## src/rtl/led_step_ctrl_if.sv

```systemverilog
// Button inputs and run/mode/step/speed outputs of the LED step control stage.
// master drives the raw buttons; slave is the control stage.
interface led_step_ctrl_if;
  logic       BTN_SS;
  logic       BTN_MODE;
  logic       BTN_SPD;
  logic       SS;
  logic       MODE;
  logic       STEP;
  logic [1:0] SPD;

  modport master (
    output BTN_SS, BTN_MODE, BTN_SPD,
    input  SS, MODE, STEP, SPD
  );

  modport slave (
    input  BTN_SS, BTN_MODE, BTN_SPD,
    output SS, MODE, STEP, SPD
  );
endinterface

```

## src/rtl/led_step_ctrl.sv

```systemverilog
// Debounced start/stop and mode toggles plus a step-enable prescaler for the LED pattern block.
// Defining LED_STEP_SPEED_EN adds a debounced speed button cycling the step period DIV>>SPD.
module led_step_ctrl #(
  parameter int unsigned DIV       = 50_000_000,
  parameter int unsigned DB_CYCLES = 500_000
) (
  input logic            Clk,
  input logic            RST,
  led_step_ctrl_if.slave bus
);

`ifdef LED_STEP_SPEED_EN
  localparam int unsigned NumBtn = 3;
`else
  localparam int unsigned NumBtn = 2;
`endif
  localparam int unsigned BtnSs   = 0;
  localparam int unsigned BtnMode = 1;
  localparam int unsigned DbW     = $clog2(DB_CYCLES + 1);
  localparam int unsigned CntW    = $clog2(DIV);
  localparam logic [31:0] DbLast  = 32'(DB_CYCLES - 1);
  localparam logic [31:0] DivW    = 32'(DIV);

  logic [NumBtn-1:0] btn_raw;
  logic [NumBtn-1:0] sync1_q, sync2_q, level_q, press_q;
  logic [DbW-1:0]    db_cnt_q [NumBtn];

  assign btn_raw[BtnSs]   = bus.BTN_SS;
  assign btn_raw[BtnMode] = bus.BTN_MODE;
`ifdef LED_STEP_SPEED_EN
  assign btn_raw[2] = bus.BTN_SPD;
`else
  logic unused_btn_spd;
  assign unused_btn_spd = bus.BTN_SPD;
`endif

  // Press pulse is registered with the level update, so a toggle lands DB_CYCLES+2 edges
  // after the first high sample.
  always_ff @(posedge Clk or posedge RST) begin
    if (RST) begin
      sync1_q <= '0;
      sync2_q <= '0;
      level_q <= '0;
      press_q <= '0;
      for (int i = 0; i < NumBtn; i++) db_cnt_q[i] <= '0;
    end else begin
      sync1_q <= btn_raw;
      sync2_q <= sync1_q;
      for (int i = 0; i < NumBtn; i++) begin
        press_q[i] <= 1'b0;
        if (sync2_q[i] == level_q[i]) begin
          db_cnt_q[i] <= '0;
        end else if (db_cnt_q[i] == DbLast[DbW-1:0]) begin
          level_q[i]  <= sync2_q[i];
          press_q[i]  <= sync2_q[i];
          db_cnt_q[i] <= '0;
        end else begin
          db_cnt_q[i] <= db_cnt_q[i] + DbW'(1);
        end
      end
    end
  end

  logic            ss_q, ss_d;
  logic            mode_q, mode_d;
  logic            step_q, step_d;
  logic            spd_chg;
  logic [1:0]      spd_q, spd_d;
  logic [CntW-1:0] cnt_q, cnt_d;
  logic [31:0]     p_last;

  always_comb begin
    ss_d   = ss_q ^ press_q[BtnSs];
    mode_d = mode_q ^ press_q[BtnMode];
`ifdef LED_STEP_SPEED_EN
    spd_d   = spd_q + {1'b0, press_q[2]};
    spd_chg = press_q[2];
`else
    spd_d   = 2'b00;
    spd_chg = 1'b0;
`endif
    p_last = (DivW >> spd_q) - 32'd1;
    cnt_d  = '0;
    step_d = 1'b0;
    // Counting needs a run both before and after this edge; start, stop, mode and speed
    // changes all restart the period from zero without a step.
    if (ss_q && ss_d && !press_q[BtnMode] && !spd_chg) begin
      if (cnt_q == p_last[CntW-1:0]) begin
        step_d = 1'b1;
      end else begin
        cnt_d = cnt_q + CntW'(1);
      end
    end
  end

  always_ff @(posedge Clk or posedge RST) begin
    if (RST) begin
      ss_q   <= 1'b0;
      mode_q <= 1'b0;
      step_q <= 1'b0;
      spd_q  <= 2'b00;
      cnt_q  <= '0;
    end else begin
      ss_q   <= ss_d;
      mode_q <= mode_d;
      step_q <= step_d;
      spd_q  <= spd_d;
      cnt_q  <= cnt_d;
    end
  end

  assign bus.SS   = ss_q;
  assign bus.MODE = mode_q;
  assign bus.STEP = step_q;
  assign bus.SPD  = spd_q;

endmodule

```

## src/flat_wrapper.sv

```systemverilog
// flat-port wrapper written by rule: the top's interface ports become plain ports
module led_step_ctrl_flat 
#(
  parameter int unsigned DIV       = 50_000_000,
  parameter int unsigned DB_CYCLES = 500_000
)
  (Clk, RST, bus_BTN_SS, bus_BTN_MODE, bus_BTN_SPD, bus_SS, bus_MODE, bus_STEP, bus_SPD);
  led_step_ctrl_if bus_i ();
  input logic Clk;
  input logic RST;
  input wire logic [$bits(bus_i.BTN_SS)-1:0] bus_BTN_SS;
  input wire logic [$bits(bus_i.BTN_MODE)-1:0] bus_BTN_MODE;
  input wire logic [$bits(bus_i.BTN_SPD)-1:0] bus_BTN_SPD;
  output wire logic [$bits(bus_i.SS)-1:0] bus_SS;
  output wire logic [$bits(bus_i.MODE)-1:0] bus_MODE;
  output wire logic [$bits(bus_i.STEP)-1:0] bus_STEP;
  output wire logic [$bits(bus_i.SPD)-1:0] bus_SPD;
  assign bus_i.BTN_SS = bus_BTN_SS;
  assign bus_i.BTN_MODE = bus_BTN_MODE;
  assign bus_i.BTN_SPD = bus_BTN_SPD;
  assign bus_SS = bus_i.SS;
  assign bus_MODE = bus_i.MODE;
  assign bus_STEP = bus_i.STEP;
  assign bus_SPD = bus_i.SPD;
  led_step_ctrl #(.DIV(DIV), .DB_CYCLES(DB_CYCLES)) u_core (.Clk(Clk), .RST(RST), .bus(bus_i));
endmodule
```

## config.mk

```make
export PLATFORM = sky130hd
export DESIGN_NAME = led_step_ctrl_flat
export DESIGN_NICKNAME = d
export VERILOG_FILES = /design/src/rtl/led_step_ctrl_if.sv /design/src/rtl/led_step_ctrl.sv /design/src/flat_wrapper.sv
export SDC_FILE = /design/constraint.sdc
export NUM_CORES = 1
export LEC_CHECK = 0
export ABC_CLOCK_PERIOD_IN_PS = 3040
export BUFFER_PORTS_ARGS = -buffer_cell sky130_fd_sc_hd__buf_2
export CAP_MARGIN = 40
export CORE_MARGIN = 10
export CORE_UTILIZATION = 30
export DETAILED_ROUTE_END_ITERATION = 16
export GPL_ROUTABILITY_DRIVEN = 1
export PLACE_DENSITY = 0.54
export SETUP_SLACK_MARGIN = 0.15
export SLEW_MARGIN = 20
export SYNTH_ARGS = -nofsm -noshare
export SYNTH_HDL_FRONTEND = slang
export SYNTH_SLANG_ARGS = --single-unit
```

## constraint.sdc

```tcl
create_clock -name Clk -period 3.04 [get_ports Clk]
set_input_delay 0.304 -clock Clk [delete_from_list [all_inputs] [get_ports Clk]]
set_output_delay 0.304 -clock Clk [all_outputs]
set_load 0.05 [all_outputs]
```

# [Yosys cells after proc, flatten, opt, wreduce, memory -nomap -nowiden]
# Index checks and enable logic that the tools add are counted.
[classes] add_sub_neg=3 n_eq_ne=5 mux=12 n_bitwise=4 reduce_logical=5
[ops] cell="19-bit two-way mux" count=4
[ops] cell="26-bit two-way mux" count=2
[ops] cell="19-bit by 1-bit adder with 19-bit output, second input constant" count=2
[ops] cell="19-bit equality test, second input constant" count=2
[ops] cell="26-bit by 1-bit adder with 26-bit output, second input constant" count=1
[ops] cell="26-bit equality test, second input constant" count=1
[ops] cell="1-bit two-way mux" count=6
[ops] cell="2-bit AND reduction" count=2
[ops] cell="1-bit equality test" count=2
[ops] cell="1-bit logical AND" count=2
[ops] cell="1-bit inverter" count=2
[ops] cell="1-bit bitwise XOR" count=2
[ops] cell="1-bit zero test" count=1
[totals] register_bits=75 input_bits=5 out_inout_bits=5 word_cells=40

# [Depth between registers and ports, before layout]
[logic_depth] word_depth=4 ltp_mapped=7 ltp_nobuf=5

# [Least setup slack after synthesis]
# No wires, ideal clock.
[synth_path] kind="register -> register" start="reg u_core.db_cnt_q[0] (netlist bit)" end="reg u_core.db_cnt_q[10] (netlist bit)" setup_time_ps=132 arrival_time_ps=1749 required_time_ps=2908 slack_ps=1159 path_stages_with_launch=8 n_path_buf=2 synth_period_minus_slack_ps=1881 path_cell_list="dfrtp_1 -> ha_1 -> and4_1 -> clkbuf_1 -> nand3_1 -> o21ai_1 -> clkbuf_1 -> nor2_1"
[synth_via] elab_chain_cells=3 elab_cells_between_ends=4 classes_between="add/sub: 1; eq/ne: 1; mux: 2"
[synth_rtl] item="from (decl)" line="led_step_ctrl.sv:26" rtl="logic [DbW-1:0] db_cnt_q [NumBtn];"
[synth_rtl] item="from (signal, indexed assignment)" line="led_step_ctrl.sv:58" rtl="db_cnt_q[i] <= db_cnt_q[i] + DbW'(1);"
[synth_rtl] item="19-bit by 1-bit adder with 19-bit output or 19-bit equality test (tied branches)" line="led_step_ctrl.sv:58, led_step_ctrl.sv:53"
[synth_rtl] item="19-bit two-way mux (*)" line="led_step_ctrl.sv:53" rtl="end else if (db_cnt_q[i] == DbLast[DbW-1:0]) begin"
[synth_rtl] item="19-bit two-way mux (*)" line="led_step_ctrl.sv:51" rtl="if (sync2_q[i] == level_q[i]) begin"
# Every way passes the cells marked *; elsewhere a longest branch is shown, timed or not.
# A chain may end at the register's enable or synchronous reset.

# [Worst setup path after layout]
[layout_path] start="reg u_core.db_cnt_q[28] (netlist bit)" end="reg u_core.db_cnt_q[36] (netlist bit)"
# Same word-level chain as after synthesis.

==> results_dict.tcl <==
set metrics [dict create \
    fp.dieW_um 130.9 \
    routed-via-count 2783 \
    cts_tree "yes" \
    cp-start-kind "register" \
    drt_first_pass_iters 4 \
    fmax_ghz 0.4830 \
    cts_max_path_buffers 2 \
    worstPathArrival_ps 2280 \
    dieArea_um2 17140 \
    grt_pass1_vias 2757 \
    synth-compound-area-share 0.08814 \
    nFillCells 1219 \
    rsz0062_at_grt "false" \
    drtIter0Drc 222 \
    vdd_drop_max_v 0.0002621 \
    drive_above_1_share 0.1071 \
    cts_max_level 3 \
    combPwrFrac 0.024 \
    wl_per_cell_um 13.76 \
    syn_area_um2 3691 \
    grt_overflow 0 \
    drv_cap 0 \
    setup_viol 0 \
    post-cts-setup-buffer-count 0 \
    grt_antenna_before_repair 0 \
    cpPeakStageDelay_ps 570 \
    num_antenna_cells 0 \
    drv_slew 0 \
    ys_ff_latch 75 \
    crit_chain "nor4_1, nand4_1, o21ai_1, buf_4, a21oi_1" \
    core_um2 12010 \
    min_period_ps 2070 \
    fin_skew_ps 6.302 \
    finalCritPeriodShare 0.6811 \
    clk_latency_ps 330 \
    cellPowerDensity_nw_per_um2 546.0 \
    sequentialPowerShare 0.434 \
    synthXorXnorAreaFrac 0.08305 \
    cts_num_sinks 75 \
    run_status "finished clean" \
    drc 0 \
    fin_hold_ws_ps 76.43 \
    synth-adder-area-share 0.01695 \
    hold_viol_final 0 \
    root_buffer "clkbuf_16" \
    p_leak_nw 1.661 \
    internal-power_mw 1.891 \
    synth_top_family_by_area "simple AND/OR/NAND/NOR gates" \
    fin_nets 397 \
    slowest_stage "o21ai_1" \
    yosys.area_share.simple 0.2671 \
    cts_made_buffers 9 \
    p_sw_mw 0.4499 \
    cts_resized 0 \
    initial_core_util 0.3073 \
    synthMuxAreaShare 0.006102 \
    rows 40 \
    boundaryPins 10 \
    dpl.hpwl_um 5062 \
    worst_pin_slew_ps 673.3 \
    io_buffer_count 6 \
    yosys_warnings 0 \
    grt_first_pass_wirelength_um 13450 \
    relSlewSlack 0.5481 \
    gp_congestion 0.7940 \
    path_class "reg2reg" \
    grt_usage 0.09645 \
    crit_required_ps 3250 \
    area_growth_pct 16.17 \
    cp_max_fo 9 \
    routed_wl_um 7416 \
    avgSynthCellArea_um2 9.922 \
    hold_class "in2reg" \
    clk_pin_slew_ps 60 \
    avgViaCountPerCell 5.163 \
    ys_types 36 \
    end_kind "register" \
    finalSetupTns_ps 0 \
    swShare 0.1922 \
    synthCells 372 \
    grt_max_degree 34 \
    synth_seq_area_share 0.5085 \
    die_h_um 130.9 \
    clock_power_share 0.542 \
    antenna_left 0 \
]
-- path summary, 6_finish.rpt --
| path | to | startpoint | slack [ps] | cells after the start |
|---|---|---|---|---|
| max | u_core.db_cnt_q[36]$_DFF_PP0_ | u_core.db_cnt_q[28]$_DFF_PP0_ | 970 | 5 |
| min | u_core.sync1_q[0]$_DFF_PP0_ | bus_BTN_SS | 80 | 1 |
| max reg2reg | u_core.db_cnt_q[36]$_DFF_PP0_ | u_core.db_cnt_q[28]$_DFF_PP0_ | 970 | 5 |
| min reg2reg | u_core.sync2_q[0]$_DFF_PP0_ | u_core.sync1_q[0]$_DFF_PP0_ | 350 | 0 |
| max in group asynchronous | u_core.level_q[1]$_DFFE_PP0P_ | RST | 1840 | 5 |
| min in group asynchronous | u_core.cnt_q[3]$_DFF_PP0_ | RST | 460 | 3 |
-- power groups by stage --
| stage | logic (mW) | registers [mW] | clock network, mW |
|---|---|---|---|
| 3_5_place_dp | 0.0577 | 1.03 | 0 |
| 2_1_floorplan | 0.0392 | 1.03 | 0 |
| 6_report | 0.0569 | 1.02 | 1.27 |
| 4_1_cts | 0.0590 | 1.02 | 1.30 |
| 3_3_place_gp | 0.0533 | 1.03 | 0 |
| 5_1_grt | 0.0670 | 1.02 | 1.35 |
-- logic make-up (layout without fill, tap and decap cells) --
| kind of cell | Yosys count | after routing |
|---|---|---|
| buf+inv | 24 | 43 |
| other cells | 1 | 2 |
| simple gates | 176 | 176 |
| flops | 75 | 75 |
| compound gates | 54 | 54 |
| xor+xnor | 35 | 35 |
| mux | 2 | 2 |
| fa+ha+maj | 5 | 5 |
-- sequential cells by signal, indices dropped and copies added (netlist names) --
name / cells
u_core.bus.MODE: 1
u_core.bus.SS: 1
u_core.bus.STEP: 1
u_core.cnt_q: 26
u_core.db_cnt_q: 38
u_core.level_q: 2
u_core.press_q: 2
u_core.sync1_q: 2
u_core.sync2_q: 2
-- cell usage after synthesis --
cell type  number  area (µm²)
nand2_1        20       75.07
nor3_1          6       30.03
a21oi_1        25       125.1
a21oi_2         1       8.760
and2_1          5       31.28
buf_4           2       15.01
o31ai_1        16       120.1
xnor2_1        22       192.7
nor2b_1         1       6.260
and3_1          7       43.79
o21ai_1         2       10.01
nand3_1        27       135.1
or3_1          10       62.56
mux2_2          2       22.52
nand4_1        15       93.84
dfrtp_1        75        1877
buf_2           2       10.01
o21ai_0         9       45.04
conb_1          1       3.750
buf_6           1       11.26
ha_1            5       62.56
xor2_1         13       113.9
and4_2          1       10.01
nor2_1         40       150.1
nor4bb_1        2       20.02
nand4_4         1       21.27
inv_1          13       48.80
or2_2           3       18.77
or4_4           2       22.52
clkbuf_1        6       22.52
or4_1          15       112.6
and4_1          5       43.79
or3_2           1       7.510
nor4_1          9       56.30
nor3b_1         6       45.04
o311ai_2        1       16.27
-- timing repair --
item | 4_1_cts | 5_1_grt
hold endpoints to repair | 13 | 0
endpoints found under the setup margin | 0 | 0
hold buffers | 1 | 0
-- per-stage QoR --
step	std cells	power (mW)	area [µm²]	setup slack [ps]	util
4_1_cts	539	2.374	4288	970.3	0.3570
3_5_place_dp	522	1.091	3916	979.7	0.3260
2_1_floorplan	373	1.071	3695	826.0	-
5_1_grt	539	2.433	4288	759.6	0.3570
6_report	539	2.341	4288	969.6	0.3570
3_3_place_gp	521	1.087	3896	1012	0.3244
-- layer usage --
metal	wire length (µm)	GRT usage
met1	3619	0.1266
met2	3423	0.1487
met3	287	0.02780
met4	87	0.03270
met5	0	0
-- cells in the final DEF, fill, tap and decap left out, types with 10 or more instances in the layout --
master   synthesis  layout
nor2_1          40      40
or4_1           15      15
dfrtp_1         75      75
nand3_1         27      27
or3_1           10      10
inv_1           13      12
nand4_1         15      15
xor2_1          13      13
xnor2_1         22      22
o31ai_1         16      16
a21oi_1         25      25
nand2_1         20      20
-- cell type report --
cell class | count | area (µm²) | area share
flip-flops and latches | 75 | 1877 | 0.4377
multi-input cells | 274 | 1710 | 0.3989
clock buffers | 12 | 266.5 | 0.06215
well taps | 147 | 183.9 | 0.04289
repair buffers | 14 | 105.1 | 0.02451
clock inverters | 4 | 95.09 | 0.02218
inverters | 13 | 50.05 | 0.01167
-- critical path, delay by kind of cell (launching register included) --
kind                   cells  cell delay [ps]
flip-flops                 1              420
buffers and inverters      1              280
AND/OR/NAND/NOR            2              620
AO/OA/AOI/OAI              2              620
Power figures use the tool's default switching activity.
